--- config.mk ---
export PLATFORM = sky130hd
export DESIGN_NAME = trap_ctrl
export DESIGN_NICKNAME = d
export VERILOG_FILES = /design/src/rtl/trap_ctrl_pkg.sv /design/src/rtl/trap_ctrl.sv
export SDC_FILE = /design/constraint.sdc
export NUM_CORES = 1
export LEC_CHECK = 0
export CAP_MARGIN = 20
export CORE_ASPECT_RATIO = 1.1
export CORE_MARGIN = 4
export CORE_UTILIZATION = 33
export DETAILED_ROUTE_END_ITERATION = 8
export GPL_ROUTABILITY_DRIVEN = 0
export HOLD_SLACK_MARGIN = 0.08
export PLACE_DENSITY = 0.78
export SLEW_MARGIN = 10
export SYNTH_ARGS = -nofsm -noshare
export SYNTH_HDL_FRONTEND = slang
export SYNTH_SLANG_ARGS = --single-unit
--- constraint.sdc ---
create_clock -name clk_i -period 2.9 [get_ports clk_i]
set_input_delay 0.58 -clock clk_i [delete_from_list [all_inputs] [get_ports clk_i]]
set_output_delay 0.58 -clock clk_i [all_outputs]
set_load 0.05 [all_outputs]
--- src/rtl/trap_ctrl_pkg.sv ---
// rtl/trap_ctrl_pkg.sv - CSR addresses, cause codes, mstatus fields and FSM states for trap_ctrl
package trap_ctrl_pkg;

  localparam logic [11:0] CSR_MSTATUS = 12'h300;
  localparam logic [11:0] CSR_MIE     = 12'h304;
  localparam logic [11:0] CSR_MTVEC   = 12'h305;
  localparam logic [11:0] CSR_MEPC    = 12'h341;
  localparam logic [11:0] CSR_MCAUSE  = 12'h342;

  localparam logic [3:0] CAUSE_ECALL_M   = 4'd11;
  localparam logic [3:0] CAUSE_IRQ_EXT   = 4'd11;
  localparam logic [3:0] CAUSE_IRQ_TIMER = 4'd7;

  localparam int MSTATUS_MIE    = 3;
  localparam int MSTATUS_MPIE   = 7;
  localparam int MSTATUS_MPP_LO = 11;
  localparam int MSTATUS_MPP_HI = 12;
  localparam int MIE_MTIE       = 7;
  localparam int MIE_MEIE       = 11;

  typedef enum logic [2:0] {
    S_IDLE    = 3'd0,
    S_MEPC    = 3'd1,
    S_MCAUSE  = 3'd2,
    S_MSTATUS = 3'd3,
    S_MRET    = 3'd4,
    S_JUMP    = 3'd5
  } trap_state_e;

endpackage

--- src/rtl/trap_ctrl.sv ---
// rtl/trap_ctrl.sv - machine-mode trap sequencer: mepc/mcause/mstatus writes, then one-cycle redirect
module trap_ctrl
  import trap_ctrl_pkg::*;
#(
  parameter int ADDR_WIDTH = 32
) (
  input  logic                  clk_i,
  input  logic                  rst_i,
  input  logic                  irq_ext_i,
  input  logic                  irq_timer_i,
  input  logic                  inst_ecall_i,
  input  logic                  inst_mret_i,
  input  logic [ADDR_WIDTH-1:0] pc_i,
  input  logic [ADDR_WIDTH-1:0] mstatus_i,
  input  logic [ADDR_WIDTH-1:0] mie_i,
  input  logic [ADDR_WIDTH-1:0] mtvec_i,
  input  logic [ADDR_WIDTH-1:0] mepc_i,
  output logic                  stallreq_o,
  output logic                  csr_we_o,
  output logic [11:0]           csr_waddr_o,
  output logic [ADDR_WIDTH-1:0] csr_wdata_o,
  output logic                  int_en_o,
  output logic [ADDR_WIDTH-1:0] isr_pc_o
);

  trap_state_e           state;
  logic [ADDR_WIDTH-1:0] cause_q;
  logic [ADDR_WIDTH-1:0] trap_mstatus;
  logic [ADDR_WIDTH-1:0] mret_mstatus;
  logic                  ext_take;
  logic                  timer_take;

  function automatic logic [ADDR_WIDTH-1:0] mk_cause(input logic irq, input logic [3:0] code);
    logic [ADDR_WIDTH-1:0] c;
    c = '0;
    c[ADDR_WIDTH-1] = irq;
    c[3:0] = code;
    return c;
  endfunction

  assign ext_take   = mstatus_i[MSTATUS_MIE] & mie_i[MIE_MEIE] & irq_ext_i;
  assign timer_take = mstatus_i[MSTATUS_MIE] & mie_i[MIE_MTIE] & irq_timer_i;

  always_comb begin
    trap_mstatus = mstatus_i;
    trap_mstatus[MSTATUS_MPIE] = mstatus_i[MSTATUS_MIE];
    trap_mstatus[MSTATUS_MIE] = 1'b0;
    trap_mstatus[MSTATUS_MPP_HI:MSTATUS_MPP_LO] = 2'b11;
    mret_mstatus = mstatus_i;
    mret_mstatus[MSTATUS_MIE] = mstatus_i[MSTATUS_MPIE];
    mret_mstatus[MSTATUS_MPIE] = 1'b1;
  end

  // Outputs are registered on the transition into each state, so each state's
  // write or redirect is visible during the cycle that state is occupied.
  always_ff @(posedge clk_i or posedge rst_i) begin
    if (rst_i) begin
      state       <= S_IDLE;
      cause_q     <= '0;
      stallreq_o  <= 1'b0;
      csr_we_o    <= 1'b0;
      csr_waddr_o <= '0;
      csr_wdata_o <= '0;
      int_en_o    <= 1'b0;
      isr_pc_o    <= '0;
    end else begin
      stallreq_o  <= 1'b1;
      csr_we_o    <= 1'b0;
      csr_waddr_o <= '0;
      csr_wdata_o <= '0;
      int_en_o    <= 1'b0;
      isr_pc_o    <= '0;
      case (state)
        S_IDLE: begin
          if (inst_mret_i) begin
            state       <= S_MRET;
            csr_we_o    <= 1'b1;
            csr_waddr_o <= CSR_MSTATUS;
            csr_wdata_o <= mret_mstatus;
          end else if (inst_ecall_i || ext_take || timer_take) begin
            state       <= S_MEPC;
            cause_q     <= inst_ecall_i ? mk_cause(1'b0, CAUSE_ECALL_M) :
                           ext_take     ? mk_cause(1'b1, CAUSE_IRQ_EXT) :
                                          mk_cause(1'b1, CAUSE_IRQ_TIMER);
            csr_we_o    <= 1'b1;
            csr_waddr_o <= CSR_MEPC;
            csr_wdata_o <= pc_i;
          end else begin
            stallreq_o  <= 1'b0;
          end
        end
        S_MEPC: begin
          state       <= S_MCAUSE;
          csr_we_o    <= 1'b1;
          csr_waddr_o <= CSR_MCAUSE;
          csr_wdata_o <= cause_q;
        end
        S_MCAUSE: begin
          state       <= S_MSTATUS;
          csr_we_o    <= 1'b1;
          csr_waddr_o <= CSR_MSTATUS;
          csr_wdata_o <= trap_mstatus;
        end
        S_MSTATUS: begin
          state    <= S_JUMP;
          int_en_o <= 1'b1;
          isr_pc_o <= {mtvec_i[ADDR_WIDTH-1:2], 2'b00};
        end
        S_MRET: begin
          state    <= S_JUMP;
          int_en_o <= 1'b1;
          isr_pc_o <= mepc_i;
        end
        default: begin
          state      <= S_IDLE;
          stallreq_o <= 1'b0;
        end
      endcase
    end
  end

endmodule
==> Word-level counts from Yosys, hierarchy flattened <==
Cells that the tools add are included.
{ "classes": {"n_reduce_logical": 7, "mux": 17, "n_eq_ne": 5, "n_bitwise": 5} }
{ "op_table": {"columns": ["op", "n"], "rows": [
  ["$mux 32", 3],
  ["$pmux 32 s3", 1],
  ["$pmux 32 s2", 1],
  ["$pmux 10 s3", 1],
  ["$mux 10", 2],
  ["$pmux 3 s4", 1],
  ["$eq 3x2->1 const B", 2],
  ["$mux 3", 2],
  ["$and 1x1->1", 4],
  ["$mux 4", 1],
  ["$pmux 1 s2", 2],
  ["$reduce_or 2->1", 2],
  ["$reduce_or 4->1", 1],
  ["$eq 3x1->1 const B", 1],
  ["$eq 3x3->1 const B", 1],
  ["$logic_not 3->1", 1],
  ["$mux 1", 3],
  ["$ne 3x3->1 const B", 1],
  ["$reduce_and 3->1", 1],
  ["$logic_or 1x1->1", 2],
  ["$not 1->1", 1]
]} }
{ "word_totals": {"reg_bits": 114, "output_inout_bits": 79} }

==> Longest topological paths before layout <==
Gate-level depths: netlist (run 1).
{ "logic_depth": {"ltp_word": 7, "ltp_mapped": 6} }

==> Worst setup path before layout (run 1) <==
No wires, ideal clock.
{ "synth_timing": {"path_kind": "input to register", "start": "in inst_mret_i", "end": "reg cause_q[31]", "path_slack_ns": 0.841, "n_path_buf": 3, "stages": 6, "arrival_ns": 1.979, "setup_ns": 0.079, "path_cell_list": "buf_6 > or4_1 > buf_2 > nor3_4 > buf_6 > mux2i_1"} }
{ "synth_via": {"elab_chain_cells": 2} }
{ "synth_lines": {"columns": ["item", "line", "source"], "rows": [
  ["start: declaration", "trap_ctrl.sv:12", "input logic inst_mret_i,"],
  ["$not 1->1 (no line)", null, null],
  ["$reduce_and 3->1 (no line)", null, null],
  ["end signal: assignment", "trap_ctrl.sv:82", "cause_q <= inst_ecall_i ? mk_cause(1'b0, CAUSE_ECALL_M) :"],
  ["end: declaration", "trap_ctrl.sv:27", "logic [ADDR_WIDTH-1:0] cause_q;"]
]} }
Every way passes these cells.
A chain may end at the register's enable or synchronous reset.

==> Worst setup path in the final report (run 1) <==
{ "layout_timing": {"start": "in inst_mret_i", "end": "reg csr_wdata_o[25]"} }
{ "layout_via": {"elab_chain_cells": 2} }
{ "layout_lines": {"columns": ["item", "line", "source"], "rows": [
  ["$mux 32", "trap_ctrl.sv:75", "if (inst_mret_i) begin"],
  ["$pmux 32 s3", "trap_ctrl.sv:73", "case (state)"],
  ["end signal: assignment", "trap_ctrl.sv:79", "csr_wdata_o <= mret_mstatus;"],
  ["end signal: assignment", "trap_ctrl.sv:87", "csr_wdata_o <= pc_i;"],
  ["end signal: assignment", "trap_ctrl.sv:96", "csr_wdata_o <= cause_q;"],
  ["end: declaration", "trap_ctrl.sv:21", "output logic [ADDR_WIDTH-1:0] csr_wdata_o,"]
]} }
Every way passes these cells.

==> impl_metrics.tcl, run 1 <==
set metrics [dict create \
    grt_pass1_wl_microns 14600 \
    post-place-ws_ns 0.317 \
    die_area_sq_mm 0.0107 \
    die_h_microns 108 \
    initial_core_util_pct 33.8 \
    place_area_sq_mm 0.00512 \
    clock_sinks 78 \
    worstHoldStart "cause_q[1]" \
    fmax_mhz 453 \
    cts_tree "done" \
    ctsHtreeMaxLevel 3 \
    setup_slack_ns 0.690 \
    ctsHoldBuffers 0 \
    clock_latency_ns 0.34 \
    status "complete, no violations" \
    async_reset_ff_share_pct 100 \
    syn_area_per_cell_sq_um 13.6 \
    grt_setup_unrepaired "false" \
    synth-seq-area-share_pct 65.2 \
    n_antenna_cell 0 \
    startpoint "inst_mret_i" \
    dpl.hpwl_microns 7320 \
    fin_crit_ns 2.21 \
    max-vdd-ir-drop_mv 0.354 \
    drt-pass1-iter-count 4 \
    synth_top_family_by_area "compound AO/OA/AOI/OAI gates" \
    final_nets 588 \
    synth_edf_count 0 \
    cp.required_ns 3.18 \
    die_x_microns 98.8 \
    postCtsSetupRepairBufs 0 \
    crit_path_max_fanout 26 \
    via_per_inst 4.86 \
    setup_viol 0 \
    synth_compound_area_share_pct 23.2 \
    drive_gt1_share_pct 6.32 \
    synth_fa_ha_area_share_pct 0 \
    setup_tns_ns 0 \
    fin_skew_ns 0.00682 \
    routed_wl_microns 9750 \
    synthFlopType "dfrtp_1" \
    startpoint_type "input pin" \
    slowest_delay_ns 0.85 \
    num_rows 36 \
    drc 0 \
    maxCapViolCount 0 \
    wl_per_cell_microns 18.0 \
    track_usage_pct 17.8 \
    yosysWarnings 0 \
    drv_slew 0 \
    cp_cell_sequence "clkdlybuf4s50_1, o21ba_2, nor2b_2, a22o_2" \
    min_period_over_period_pct 76.2 \
    grt_pass1_vias 2687 \
    crit_type "input pin to flip-flop" \
    cts-resized-gates 0 \
    powerDensity_mw_per_mm2 991 \
    relSlewSlack_pct 29.4 \
    tightest_slew_ns 1.05 \
    core-area_sq_mm 0.00887 \
    synth_area_sq_mm 0.00300 \
    overflow 0 \
    vias 2629 \
    rr_startpoint "state[0]" \
    fillers 733 \
    yosys.cell_types.count 34 \
    synth-simple-area-share_pct 5.39 \
    ioPinCount 245 \
    drt_iter0_markers 91 \
    synthMuxAreaShare_pct 0.334 \
    clk_pin_slew_ns 0.08 \
    crit_family "simple AND/OR/NAND/NOR gates" \
    cp.arrival_ns 2.49 \
    synth-seq-cells 78 \
    crit_path_top_delay_cell "nor2b_2" \
    io_buffers 205 \
    worst_setup_path_end_kind "flip-flop" \
    root_buffer "clkbuf_8" \
    critPathBufInv 1 \
    syn_to_final_growth_pct 76.5 \
    hold_viol 0 \
    syn_inst 221 \
    antenna_found_initial 0 \
    clockBufferDepth 2 \
    synth_xor_xnor_area_share_pct 0 \
    min_path_type "flip-flop to flip-flop" \
    final_area_sq_mm 0.00529 \
    numCtsBuffers 9 \
    ant_nets 0 \
    grt_start_max_net_pins 47 \
    p_leak_nw 2.30 \
]
[per-layer routing]
metal / global-route usage [%] / part of all wire [%] / up-vias
met1: 20.8 / 38 / 1275
met5: 0 / 0 / -
met4: 7.51 / 2.2 / 0
li1: - / - / 1204
met3: 5.44 / 7.4 / 17
met2: 30.3 / 53 / 133
[kinds of logic after synthesis]
kind of cell / after synthesis
AOI/OAI and AO/OA: 84
DFF: 78
muxes: 1
buffers and inverters: 30
and+or+nand+nor: 27
other: 1
[synthesized netlist by cell type (2+ instances only)]
| library cell | n | area share (%) |
|---|---|---|
| clkbuf_1 | 13 | 1.6 |
| and2_1 | 3 | 0.63 |
| or2_2 | 5 | 1.0 |
| nor3b_1 | 2 | 0.50 |
| dfrtp_1 | 78 | 65 |
| a22o_1 | 57 | 17 |
| o2bb2ai_1 | 4 | 1.2 |
| a2bb2oi_1 | 2 | 0.58 |
| a221oi_1 | 3 | 0.88 |
| buf_4 | 8 | 2.0 |
| buf_6 | 4 | 1.5 |
| nor2b_1 | 3 | 0.63 |
| inv_1 | 4 | 0.50 |
| nand2_1 | 4 | 0.50 |
| o21ai_0 | 5 | 0.84 |
| nor2_1 | 5 | 0.63 |
| a21oi_1 | 4 | 0.67 |
[per-stage QoR]
step,hold slack (ns),utilization (%),instances,power (mW)
final,0.466,59.6,541,5.24
after global placement,0.445,57.8,525,4.53
after floorplan,0.431,-,227,3.52
after detailed placement,0.450,57.8,525,4.57
after CTS,0.468,59.6,541,5.28
after global routing,0.492,59.6,541,5.48
[where the power goes]
part	switching, mW	internal (mW)
logic	1.83	1.07
registers	0.180	1.46
clock network	0.363	0.335
[cell type report]
type | instances | area [sq um] | area share (%)
sequential | 78 | 1950 | 36.9
timing repair buffer | 210 | 2110 | 40.0
multi-input combinational | 119 | 900 | 17.0
clock buffer | 15 | 156 | 2.96
inverter | 4 | 16.3 | 0.308
clock inverter | 1 | 5.00 | 0.0947
tap | 114 | 143 | 2.70
[path summary, 6_finish.rpt]
check | end | slack, ns | depth (start not counted)
min in group asynchronous | csr_wdata_o[10] | 0.61 | 2
worst max register to register | csr_wdata_o[25] | 0.79 | 3
max in group asynchronous | csr_wdata_o[12] | 1.65 | 3
worst min-delay path | cause_q[1] | 0.47 | 1
worst max-delay path | csr_wdata_o[25] | 0.69 | 4
worst min register to register | cause_q[1] | 0.47 | 1
[placed cells by master, fill, tap and decap left out, types with 2 or more instances in the layout]
cell type	Yosys	final
clkbuf_1	13	5
a22o_1	57	57
dfrtp_1	78	78
o2bb2ai_1	4	4
nor2b_1	3	2
or2_2	5	5
a2bb2oi_1	2	2
buf_12	0	2
a221oi_1	3	3
clkbuf_8	0	10
and2_1	3	3
inv_1	4	3
o21ai_0	5	5
nor2_1	5	5
nand2_1	4	4
conb_1	1	7
clkinv_2	0	2
buf_4	8	3
a21oi_1	4	4
clkdlybuf4s50_1	0	205
[registers in the layout, summed over array words and instances (netlist names)]
name         flops
csr_wdata_o     32
isr_pc_o        32
cause_q          4
csr_waddr_o      4
state            3
csr_we_o         1
int_en_o         1
stallreq_o       1
No activity file was read; power rests on OpenSTA's default activity.
==> run 2: changes to the inputs <==
--- a/config.mk
+++ b/config.mk
@@ -8,11 +8,11 @@
 export CAP_MARGIN = 20
 export CORE_ASPECT_RATIO = 1.1
 export CORE_MARGIN = 4
-export CORE_UTILIZATION = 33
+export CORE_UTILIZATION = 29
 export DETAILED_ROUTE_END_ITERATION = 8
 export GPL_ROUTABILITY_DRIVEN = 0
 export HOLD_SLACK_MARGIN = 0.08
-export PLACE_DENSITY = 0.78
+export PLACE_DENSITY = 0.73
 export SLEW_MARGIN = 10
 export SYNTH_ARGS = -nofsm -noshare
 export SYNTH_HDL_FRONTEND = slang
==> constraint.sdc (replaced) <==
create_clock -name clk_i -period 1.9 [get_ports clk_i]
set_input_delay 0.38 -clock clk_i [delete_from_list [all_inputs] [get_ports clk_i]]
set_output_delay 0.38 -clock clk_i [all_outputs]
set_load 0.05 [all_outputs]
==> run 2 against run 1 <==
Net effect: worst setup slack got worse by 0.67 ns; utilization decreased by 4.2 points; sequential power increased by 47%; combinational power is 57% higher; final area up 4.5%; sequential share of layout area fell by 1.6 points; first-iteration DRC count increased by 11%; register-to-register slack worse by 0.60 ns; global-route usage down 1.1 points; non-clock buffer count is 14 higher; clock skew hardly changed; routed wire length up 5.6%; largest cell class unchanged; highest routed layer unchanged.
==> impl_metrics.tcl, run 2 (synthesis gave the netlist of run 1 again) <==
set metrics [dict create \
    layout_commonest_cell "clkdlybuf4s50_1" \
    internal_power_mw 4.67 \
    track_usage_pct 16.7 \
    ant_nets 0 \
    startpoint_type "flip-flop" \
    startpoint "isr_pc_o[8]" \
    p_sw_mw 3.74 \
    cp_cell_sequence "clkdlybuf4s50_1" \
    finalPower_mw 8.41 \
    slowest_delay_ns 0.80 \
    power_switching_share_pct 44.5 \
    seq_power_share_pct 28.6 \
    setup_tns_ns 0 \
    clock_latency_ns 0.35 \
    min_period_over_period_pct 99.0 \
    fin_crit_ns 1.88 \
    setup_viol 0 \
    clockBufferDepth 2 \
    fin_util_pct 55.3 \
    crit_path_max_fanout 1 \
    dpl.hpwl_microns 7660 \
    ctsHoldBuffers 0 \
    fmax_mhz 532 \
    maxCapViolCount 0 \
    status "complete, no violations" \
    root_buffer "clkbuf_8" \
    numCtsBuffers 9 \
    die_h_microns 115 \
    io_buffers 205 \
    reg_top3 "csr_wdata_o: 32 flops, isr_pc_o: 32 flops" \
    worst_setup_path_end_kind "primary output" \
    postCtsSetupRepairBufs 0 \
    powerDensity_mw_per_mm2 1520 \
    ioPinCount 245 \
    cp.arrival_ns 1.50 \
    whs_ns 0.375 \
    clock_sinks 78 \
    drt_iter0_markers 101 \
    post-place-ws_ns -0.412 \
    vias 2642 \
    n_antenna_cell 0 \
    routed_wl_microns 10300 \
    setup_slack_ns 0.0198 \
    critPathBufInv 1 \
    grt_pass1_wl_microns 15500 \
    max-vdd-ir-drop_mv 0.597 \
    clk_pin_slew_ns 0.08 \
    fin_skew_ns 0.00688 \
    drv_slew 0 \
    die_area_sq_mm 0.0120 \
    p_clk_share_pct 17.1 \
    pwr-share-comb_pct 54.3 \
    tightest_slew_ns 0.620 \
    final_nets 602 \
    drt-pass1-iter-count 4 \
    min_path_type "input pin to async pin" \
    crit_type "flip-flop to primary output" \
    final_cell_mix "149 x clkdlybuf4s50_1, 78 x dfrtp_1, 57 x a22o_1" \
    ctsHtreeMaxLevel 3 \
    antenna_found_initial 0 \
    wl_per_cell_microns 18.3 \
    drc 0 \
    rr_startpoint "state[0]" \
    grt_pass1_vias 2858 \
    syn_to_final_growth_pct 84.5 \
    cts_tree "done" \
    num_rows 38 \
    relSlewSlack_pct 58.6 \
    hold_viol 0 \
    crit_family "buffers and inverters" \
    via_per_inst 4.71 \
    cp.required_ns 1.52 \
    drive_gt1_share_pct 15.2 \
    die_x_microns 105 \
    grt_start_max_net_pins 37 \
    overflow 0 \
    core-area_sq_mm 0.00998 \
    p_leak_nw 2.91 \
    crit_path_top_delay_cell "clkdlybuf4s50_1" \
    initial_core_util_pct 30.0 \
]
-- run 2: cell count changes in the layout (fill, tap and decap cells not counted), moves of 2 or more --
| cell | before | now |
|---|---|---|
| dlygate4sd2_1 | 0 | 9 |
| buf_12 | 2 | 5 |
| bufinv_16 | 0 | 2 |
| clkinvlp_4 | 0 | 2 |
| clkdlybuf4s50_1 | 205 | 149 |
| dlymetal6s2s_1 | 0 | 27 |
| buf_4 | 3 | 34 |
| clkbuf_1 | 5 | 0 |
-- run 2: final cells by class --
class                           count  area (sq um)
Clock inverter                      5          81.3
Clock buffer                       11           151
Multi-Input combinational cell    119           908
Fill cell                         861          4460
Inverter                            4          18.8
Timing Repair Buffer              224          2260
Sequential cell                    78          1950
Tap cell                          120           150
-- run 2: worst paths after layout --
check	endpoint	slack, ns	cells past startpoint
max	isr_pc_o[8]	0.02	1
min	isr_pc_o[8]	0.37	2
max reg2reg	csr_wdata_o[4]	0.19	4
min reg2reg	cause_q[1]	0.48	1
max in group asynchronous	isr_pc_o[30]	1.05	3
min in group clk_i	cause_q[1]	0.48	1
-- run 2: routing by layer --
metal | track usage (%) | vias to the layer above | share of wire, %
li1 | - | 1232 | -
met1 | 19.0 | 1266 | 37
met2 | 29.6 | 126 | 54
met3 | 3.72 | 18 | 6.9
met4 | 8.05 | 0 | 2.2
met5 | 0 | - | 0
-- run 2: stage by stage --
step	std cells	instance area, sq um
3_3_place_gp	545	5230
4_1_cts	561	5450
5_1_grt	561	5530
6_report	561	5530
3_5_place_dp	545	5230
2_1_floorplan	227	3020
-- run 2: power groups by stage --
stage	clock network, mW	registers (mW)	logic (mW)
4_1_cts	1.47	2.42	4.61
3_5_place_dp	0	2.45	4.64
2_1_floorplan	0	4.27	1.11
5_1_grt	1.56	2.47	4.78
3_3_place_gp	0	2.44	4.58
6_report	1.44	2.41	4.56
-- run 2: timing repair --
item                                    CTS  global route
cloned                                    0             0
gates resized for setup                  10            28
endpoints found under the setup margin   31            28
pin swaps                                 0             0
